File: src/rtl/requant_pipe.sv
// Requantiser: CH lanes of IN_W-bit signed accumulators -> OUT_W-bit signed data.
// Two register stages (bias add, shift/clamp) with valid/ready backpressure and saturation status.
module requant_pipe #(
  parameter int IN_W  = 24,
  parameter int OUT_W = 16,
  parameter int CH    = 4,
  parameter int SH_W  = 5
) (
  input  logic                  clk,
  input  logic                  rst_n,
  input  logic                  In_valid,
  output logic                  In_ready,
  input  logic [CH*IN_W-1:0]    Data_in,
  input  logic [SH_W-1:0]       Shift,
  input  logic [1:0]            Mode,
  input  logic                  Sat_en,
  output logic                  Out_valid,
  input  logic                  Out_ready,
  output logic [CH*OUT_W-1:0]   Data_out,
  output logic                  Sat_flag,
  input  logic                  Sat_clr,
  output logic [15:0]           Sat_cnt
);

  localparam int SUM_W = IN_W + 1;
  localparam logic signed [SUM_W-1:0] C_MAX = SUM_W'((longint'(1) <<< (OUT_W - 1)) - 1);
  localparam logic signed [SUM_W-1:0] C_MIN = ~C_MAX;

  logic            w_s1_load;
  logic            w_s2_load;
  logic            r_s1_valid;
  logic            r_s1_sat;
  logic [SH_W-1:0] r_s1_shift;
  logic            r_s2_valid;
  logic            r_s2_clamp;
  logic [CH-1:0]   w_clamp;
  logic            r_sat_flag;
  logic [15:0]     r_sat_cnt;

  assign w_s2_load = !r_s2_valid || Out_ready;
  assign w_s1_load = !r_s1_valid || w_s2_load;
  assign In_ready  = w_s1_load;
  assign Out_valid = r_s2_valid;
  assign Sat_flag  = r_sat_flag;
  assign Sat_cnt   = r_sat_cnt;

  genvar gi;
  generate
    for (gi = 0; gi < CH; gi++) begin : g_lane
      logic signed [SUM_W-1:0] w_x;
      logic signed [SUM_W-1:0] w_half;
      logic signed [SUM_W-1:0] w_bias;
      logic signed [SUM_W-1:0] w_sum;
      logic signed [SUM_W-1:0] w_shifted;
      logic signed [SUM_W-1:0] r_sum;
      logic                    w_tie;
      logic                    w_hi;
      logic                    w_lo;
      logic [OUT_W-1:0]        w_res;
      logic [OUT_W-1:0]        r_out;

      assign w_x    = {Data_in[gi*IN_W + IN_W - 1], Data_in[gi*IN_W +: IN_W]};
      assign w_half = SUM_W'(1) << (Shift - SH_W'(1));
      // Bit just above the discarded fraction; adding it makes exact halves land on even.
      assign w_tie  = |(w_x & (SUM_W'(1) << Shift));

      always_comb begin
        w_bias = '0;
        if (Shift != '0) begin
          if (Mode == 2'd1)      w_bias = w_half;
          else if (Mode == 2'd2) w_bias = w_half - SUM_W'(1) + SUM_W'(w_tie);
        end
      end

      assign w_sum     = w_x + w_bias;
      assign w_shifted = r_sum >>> r_s1_shift;
      assign w_hi      = w_shifted > C_MAX;
      assign w_lo      = w_shifted < C_MIN;
      assign w_clamp[gi] = r_s1_sat && (w_hi || w_lo);

      always_comb begin
        w_res = w_shifted[OUT_W-1:0];
        if (r_s1_sat && w_hi)      w_res = C_MAX[OUT_W-1:0];
        else if (r_s1_sat && w_lo) w_res = C_MIN[OUT_W-1:0];
      end

      always_ff @(posedge clk or negedge rst_n) begin
        if (!rst_n) begin
          r_sum <= '0;
          r_out <= '0;
        end else begin
          if (w_s1_load && In_valid)   r_sum <= w_sum;
          if (w_s2_load && r_s1_valid) r_out <= w_res;
        end
      end

      assign Data_out[gi*OUT_W +: OUT_W] = r_out;
    end
  endgenerate

  always_ff @(posedge clk or negedge rst_n) begin
    if (!rst_n) begin
      r_s1_valid <= 1'b0;
      r_s1_sat   <= 1'b0;
      r_s1_shift <= '0;
      r_s2_valid <= 1'b0;
      r_s2_clamp <= 1'b0;
      r_sat_flag <= 1'b0;
      r_sat_cnt  <= '0;
    end else begin
      if (w_s1_load) begin
        r_s1_valid <= In_valid;
        if (In_valid) begin
          r_s1_shift <= Shift;
          r_s1_sat   <= Sat_en;
        end
      end
      if (w_s2_load) begin
        r_s2_valid <= r_s1_valid;
        r_s2_clamp <= |w_clamp;
      end
      // Status moves only when a clamped beat actually leaves; clear wins.
      if (Sat_clr) begin
        r_sat_flag <= 1'b0;
        r_sat_cnt  <= '0;
      end else if (r_s2_valid && Out_ready && r_s2_clamp) begin
        r_sat_flag <= 1'b1;
        if (r_sat_cnt != 16'hFFFF) r_sat_cnt <= r_sat_cnt + 16'd1;
      end
    end
  end

endmodule

File: config.mk
export PLATFORM = sky130hd
export DESIGN_NAME = requant_pipe
export DESIGN_NICKNAME = d
export VERILOG_FILES = /design/src/rtl/requant_pipe.sv
export SDC_FILE = /design/constraint.sdc
export NUM_CORES = 1
export LEC_CHECK = 0
export BUFFER_PORTS_ARGS = -buffer_cell sky130_fd_sc_hd__buf_2
export CORE_MARGIN = 2
export CORE_UTILIZATION = 42
export DETAILED_ROUTE_END_ITERATION = 7
export PLACE_DENSITY_LB_ADDON = 0.25
export SKIP_CTS_REPAIR_TIMING = 1
export SLEW_MARGIN = 40
export SYNTH_ARGS = -nofsm -noshare
export SYNTH_HDL_FRONTEND = slang
export SYNTH_SLANG_ARGS = --single-unit
File: constraint.sdc
create_clock -name clk -period 7 [get_ports clk]
set_input_delay 0 -clock clk [delete_from_list [all_inputs] [get_ports clk]]
set_output_delay 0 -clock clk [all_outputs]
set_load 0.005 [all_outputs]
==> summary.md, run 1 <==
| Metric | Value |
|---|---|
| Run status | `finished, final reports clean` |
| # clock sinks | `between 150 and 200` |
| Final Skew | `0.02047 ns` |
| Initial DRT Pass Iterations | `5` |
| First-pass GRT wire length | `around 130000 µm` |
| Synthesized cell area | `about 21000 µm²` |
| Commonest non-fill, non-tap cell in the layout | `nand2_1` |
| Hold Vio Cnt, Final | `0` |
| Data required time of the critical path | `~7.3 ns` |
| Total congestion overflow | `0` |
| CP Cell Sequence | `buf_2 -> nand2b_1 -> nor2_1 -> inv_1 -> ha_1 -> buf_4 -> o31ai_1 -> a21o_1 -> nand2_1 -> buf_4 -> or3b_1 -> nand2b_1 -> xnor2_1 -> a21oi_1 -> nor2_1 -> ha_1 -> a21o_1 -> a21o_1 -> a21o_1 -> a211oi_1 -> nor2_1 -> a21oi_1 -> a211o_1 -> o2111ai_1` |
| Number of synthesized flops with an enable pin | `0` |
| Critical path peak fanout | `24` |
| ANT nets after route | `0` |
| Mapped Cells | `about 2800` |
| Num CTS Buffers | `17` |
| Max Slew Vio Count | `0` |
| DRC viols | `0` |
| Via Count | `~22000` |
| Startpoint Class | `input port` |
| Worst vdd ir | `about 150 µV` |
| Crit path kind | `in -> reg` |
| Leak Pwr | `10.29 nW` |
| I/O Buffers | `about 190` |
| Vias in the first global route | `20810` |
| Multi-input logic area | `between 15000 and 20000 µm²` |
| Total Routing Usage GR | `0.3286` |
| Largest delay share family, worst path | `simple AND/OR/NAND/NOR gates` |
| Vias per cell | `~6.2` |
| CTS clk-pin slew, worst paths | `0.08 ns` |
| Primary FF master, synth | `dfrtp_1` |
| Ys async rst share | `1.000` |
| Worst setup EP type | `register` |
| Count of final setup violators | `0` |
| Slowest stage delay, CP | `around 0.6 ns` |
| DR iter-0 viols | `approximately 1900` |
| Leading area contributor after synthesis | `dfrtp_1` |
| Most frequent cells in the layout | `nand2_1 (405), a21oi_1 (293), nor2_1 (253), o21ai_0 (225), buf_2 (191)` |
| Die H | `228.1 µm` |
| CP Data Arrival Time | `approximately 6.6 ns` |
| Register area | `approximately 4800 µm²` |
| CTS root buf | `clkbuf_16` |
| Fill cell count | `between 5000 and 6000` |
| Initial antenna violation count | `2` |
| Drt wl/cell | `24.42 µm` |
| Top cell type's share of synthesized area | `0.2253` |
| Avg Cell Area, Syn | `7.642 µm²` |
| Largest net degree at the start of global routing | `124` |
| Site row count | `82` |
| RSZ-0062 raised after global routing | `false` |
| HP Class | `in -> reg` |
| Core Region | `~50000 µm²` |
| Post-Syn Nets | `roughly 3000` |
| Top layer in use | `met5` |
| Clk Latency, worst-skew pair | `roughly 0.47 ns` |
| Final Cycle Share | `0.9010` |
| Sequential-to-total area share from yosys stat | `0.2253` |
| Die Wd | `about 230 µm` |
| Met3 routed WL | `around 6000 µm` |
| Slew @ Worst Pin | `0.9551 ns` |
| TritonCTS clock tree | `built` |
| Share of layout cells above drive strength 1 | `0.1570` |
| Max-cap violations | `0` |
| Initial core utilization | `0.4231` |
| Most used cell along the critical path | `a21o_1` |
| Layout area overhead | `11.83%` |
| Buffer and inverter count on the worst path | `4` |
| Setup tns final | `0 ns` |
| Ports | `between 150 and 200` |
| Final-stage net count | `a little over 3000` |
| Main area contributors after synthesis | `dfrtp_1 (23%), nand2_1 (7.2%), a21oi_1 (7.0%)` |
| Routability congestion estimate | `1.076` |
| Worst slew margin | `0.3632` |
| H-tree levels | `4` |
| Detail Placement HPWL | `about 70000 µm` |
| M1 wire length | `around 38000 µm` |
| Die area | `approximately 52000 µm²` |
| CP max-delay cell | `nor2_1` |
| Power Density | `247.8 nW/µm²` |
| Dpl ws | `a little under 0.4 ns` |
| Min Tclk post-route | `between 6 and 7 ns` |
| Fmax | `between 0.15 and 0.2 GHz` |
| Ys Warns | `0` |
| Final WL | `~87000 µm` |
| Post-synth cell types | `91` |
| WL met2 | `between 30000 and 40000 µm` |
| CTS max path bufs | `2` |
| FF+latch count, synth | `between 150 and 200` |
| Final worst slack | `slightly below 0.7 ns` |
worst paths after layout:
kind / startpoint / end / slack [ns] / cells past startpoint
min in group asynchronous: rst_n / Sat_cnt[5]$_DFFE_PN0P_ / 0.14 / 2
max: Shift[0] / g_lane[1].r_sum[24]$_DFFE_PN0P_ / 0.69 / 24
min reg2reg: g_lane[2].r_out[2]$_DFFE_PN0P_ / g_lane[2].r_out[2]$_DFFE_PN0P_ / 0.47 / 2
max reg2reg: r_s1_shift[0]$_DFFE_PN0P_ / g_lane[3].r_out[12]$_DFFE_PN0P_ / 2.87 / 10
max in group asynchronous: rst_n / r_s1_shift[3]$_DFFE_PN0P_ / 5.78 / 3
min: Data_in[72] / g_lane[3].r_sum[0]$_DFFE_PN0P_ / 0.03 / 4
synthesized netlist by cell type, drive strengths merged, types with 30 or more instances:
cell type    n
a211oi      39
nand3       54
xor2        68
dfrtp      190
nor3        43
nand2      407
o21ai      294
mux2i      108
ha         106
buf         69
a21o        39
mux2        43
xnor2       98
clkbuf     117
nor2       255
mux4        51
a21oi      297
nand2b      30
inv         59
metal layers:
metal	track usage	vias up
met4	0.1654	2
met3	0.04463	204
met1	0.4480	10460
met5	0	-
li1	-	10250
met2	0.5110	971
power breakdown:
group	switching (mW)	internal, mW
sequential	0.326	1.40
clock	0.456	0.637
combinational	1.77	1.26
layout make-up:
type	instances	share of cell area
Clock buffer	20	0.01978
Tap cell	672	0.03563
Multi-Input combinational cell	2325	0.6530
Inverter	60	0.009651
Sequential cell	190	0.2020
Antenna cell	1	0.0001061
Clock inverter	12	0.008272
Timing Repair Buffer	278	0.07153
flip-flops by register name, summed over array words and instances, names as in the netlist:
name,cells
Sat_cnt,16
g_lane.r_out,64
g_lane.r_sum,100
Sat_flag,1
r_s2_clamp,1
r_s1_sat,1
r_s1_shift,5
r_s1_valid,1
Out_valid,1
through the flow:
step	power, mW	utilization	area, µm²	hold WS, ns	std cells
final	5.847	0.4732	23600	0.02998	3558
after global routing	6.255	0.4732	23590	0.008604	3557
after CTS	5.820	0.4707	23470	-0.4498	3549
after detailed placement	4.706	0.4575	22810	0.05428	3517
after global placement	4.654	0.4559	22730	0.2165	3515
after floorplan	3.702	-	21100	-0.2956	2761
worst reg2reg max path: stages, from the launching register on:
cell and delay [ns]:
dfrtp_4 0.91, buf_4 0.64, mux4_2 0.41, mux2_2 0.18, nor3_1 0.04, a211oi_1 0.41, nand2_1 0.12, o21ai_2 0.51
o21ai_1 0.23, a221oi_1 0.44, o22a_1 0.19
logic make-up (layout without fill, tap and decap cells):
| family | count (synthesis) | in the layout | share of synthesized area |
|---|---|---|---|
| compound gates | 914 | 914 | 0.2630 |
| xor+xnor | 166 | 166 | 0.06891 |
| fa+ha+maj | 110 | 110 | 0.06665 |
| buf+inv | 246 | 370 | 0.04821 |
| flops | 190 | 190 | 0.2253 |
| mux | 202 | 202 | 0.1286 |
| other cells | 0 | 1 | 0 |
| simple gates | 933 | 933 | 0.1993 |
(Power assumes the default switching activity.)
==> inputs of run 2 (changes only) <==
GPL_TIMING_DRIVEN = 0   (was unset)
==> run 2 against run 1 <==
Against the previous run: the run now ends with hold timing left; register-to-register slack worse by 0.13 ns; clock skew is 0.0069 ns lower; via count is 5.8% higher; critical path depth is 2 higher; routed wire length is 20% higher; core utilization is 0.35 points higher; first-iteration DRC count is 24% higher; critical path type unchanged; highest routed layer is now met4.
==> summary.md, run 2 (synthesis results as in run 1) <==
| Metric | Value |
|---|---|
| Initial core utilization | `0.4231 (unchanged)` |
| Most frequent cells in the layout | `nand2_1 (407), a21oi_1 (292), nor2_1 (242), buf_2 (225), o21ai_0 (225) (was nand2_1 (405), a21oi_1 (293), nor2_1 (253), o21ai_0 (225), buf_2 (191))` |
| WHS | `-0.01312 ns (was 0.02998 ns)` |
| Violated checks | `hold timing` |
| Share of layout cells above drive strength 1 | `0.1486 (was 0.1570)` |
| Final WL | `103900 µm (was 86900 µm)` |
| First-pass GRT wire length | `151500 µm (was 131300 µm)` |
| TritonCTS clock tree | `built (unchanged)` |
| Worst vdd ir | `141.8 µV (was 153.5 µV)` |
| Commonest non-fill, non-tap cell in the layout | `nand2_1 (unchanged)` |
| Run status | `complete, but fails checks (was finished, final reports clean)` |
| Routability congestion estimate | `1.097 (was 1.076)` |
| Detail Placement HPWL | `86990 µm (was 69850 µm)` |
| Layout area overhead | `12.67% (was 11.83%)` |
| CP Data Arrival Time | `7.10 ns (was 6.63 ns)` |
| Max-cap violations | `0 (unchanged)` |
| CTS clk-pin slew, worst paths | `0.07 ns (was 0.08 ns)` |
| Final Skew | `0.01357 ns (was 0.02047 ns)` |
| Count of final setup violators | `0 (unchanged)` |
| Vias per cell | `6.314 (was 6.152)` |
| Site row count | `82 (unchanged)` |
| Data required time of the critical path | `7.32 ns (was 7.33 ns)` |
| Vias in the first global route | `22450 (was 20810)` |
| Max Slew Vio Count | `0 (unchanged)` |
| Largest delay share family, worst path | `simple AND/OR/NAND/NOR gates (unchanged)` |
| Power Density | `251.3 nW/µm² (was 247.8 nW/µm²)` |
| Initial antenna violation count | `1 (was 2)` |
| Slew @ Worst Pin | `0.9010 ns (was 0.9551 ns)` |
| Total Routing Usage GR | `0.3926 (was 0.3286)` |
| Largest net degree at the start of global routing | `76 (was 124)` |
| Clk Latency, worst-skew pair | `0.46 ns (was 0.47 ns)` |
| DRC viols | `0 (unchanged)` |
| CTS max path bufs | `2 (unchanged)` |
| Total congestion overflow | `0 (unchanged)` |
| DR iter-0 viols | `2408 (was 1940)` |
| Die area | `52050 µm² (unchanged)` |
| Worst setup EP type | `register (unchanged)` |
| HP Class | `in -> reg (unchanged)` |
| Via Count | `23160 (was 21890)` |
| Buffer and inverter count on the worst path | `4 (unchanged)` |
| Fmax | `0.1475 GHz (was 0.1585 GHz)` |
| Number of flip-flops in the largest register | `100 (unchanged)` |
| Startpoint Class | `input port (unchanged)` |
| Initial DRT Pass Iterations | `8 (was 5)` |
| Crit path kind | `in -> reg (unchanged)` |
| Die H | `228.1 µm (unchanged)` |
| Drt wl/cell | `28.32 µm (was 24.42 µm)` |
| Worst slew margin | `0.3942 (was 0.3632)` |
| ANT nets after route | `0 (unchanged)` |
| Die Wd | `228.1 µm (unchanged)` |
| Total chip power | `5.974 mW (was 5.847 mW)` |
| # clock sinks | `190 (unchanged)` |
| Min Tclk post-route | `6.778 ns (was 6.307 ns)` |
| Slowest stage delay, CP | `0.81 ns (was 0.61 ns)` |
| Leak Pwr | `10.28 nW (was 10.29 nW)` |
| CP max-delay cell | `a2111oi_1 (was nor2_1)` |
| Final Cycle Share | `0.9682 (was 0.9010)` |
| Num CTS Buffers | `17 (unchanged)` |
| Largest register by flop count | `g_lane.r_sum (unchanged)` |
| Hold Vio Cnt, Final | `2 (was 0)` |
| Final-stage net count | `3202 (was 3091)` |
| CTS root buf | `clkbuf_16 (unchanged)` |
| RSZ-0062 raised after global routing | `false (unchanged)` |
| Ports | `192 (unchanged)` |
| Core Region | `49860 µm² (unchanged)` |
| I/O Buffers | `189 (was 191)` |
| H-tree levels | `4 (unchanged)` |
| Critical path peak fanout | `10 (was 24)` |
run 2: cell count changes in the layout (fill, tap and decap cells not counted), sizes merged:
| cell | change |
|---|---|
| clkinvlp | +2 |
| inv | +5 |
| bufinv | -4 |
| buf | -4 |
| clkinv | -1 |
| clkbuf | +113 |
| dlygate4sd3 | -1 |
run 2: final timing paths:
check | slack (ns) | depth (start not counted) | to | start
worst min register to register | 0.48 | 2 | g_lane[2].r_out[10]$_DFFE_PN0P_ | g_lane[2].r_out[10]$_DFFE_PN0P_
min in group asynchronous | 0.02 | 2 | Sat_cnt[3]$_DFFE_PN0P_ | rst_n
max in group asynchronous | 6.26 | 3 | g_lane[3].r_sum[14]$_DFFE_PN0P_ | rst_n
worst max-delay path | 0.22 | 26 | g_lane[2].r_sum[23]$_DFFE_PN0P_ | Shift[3]
worst min-delay path | -0.01 | 4 | g_lane[0].r_sum[0]$_DFFE_PN0P_ | Data_in[0]
worst max register to register | 2.74 | 11 | g_lane[0].r_out[0]$_DFFE_PN0P_ | r_s1_shift[2]$_DFFE_PN0P_
run 2: metal layers:
metal	up-vias	GRT usage	wire length, µm
met5	-	0	0
met4	0	0.3141	9851
met3	391	0.05938	7625
met2	1350	0.6385	46790
met1	10940	0.4630	39600
li1	10480	-	-
run 2: power by group:
| part | leakage (nW) | switching (mW) | internal, mW |
|---|---|---|---|
| logic | 7.67 | 2.07 | 1.27 |
| clock network | 0.280 | 0.483 | 0.475 |
| registers | 2.34 | 0.280 | 1.40 |
run 2: metrics by stage:
step           cells  instance area [µm²]  TNS [ns]    util  worst slack, ns
6_report        3668                23770         0  0.4767           0.2223
5_1_grt         3667                23770         0  0.4767         0.007783
4_1_cts         3657                23610    -2.487  0.4736          -0.5003
3_5_place_dp    3626                23040    -16.66  0.4621          -0.9792
3_3_place_gp    3622                22890    -34.04  0.4590           -1.301
2_1_floorplan   2761                21100         0       -            1.675
run 2: cell type report:
cell class                 count  area [µm²]
sequential                   190        4755
clock buffer                  17       425.4
timing repair buffer         203        1114
fill                        5149       26090
clock inverter                14       145.1
tap                          672       840.8
inverter                      60       229.0
buffer                       186       804.5
multi-input combinational   2325       15460
antenna                        1       2.502
run 2: tightest hold or removal path, cell delays in order:
cell	delay (ns)
buf_2	0.11
ha_1	0.18
nand2_1	0.06
nand2_1	0.06
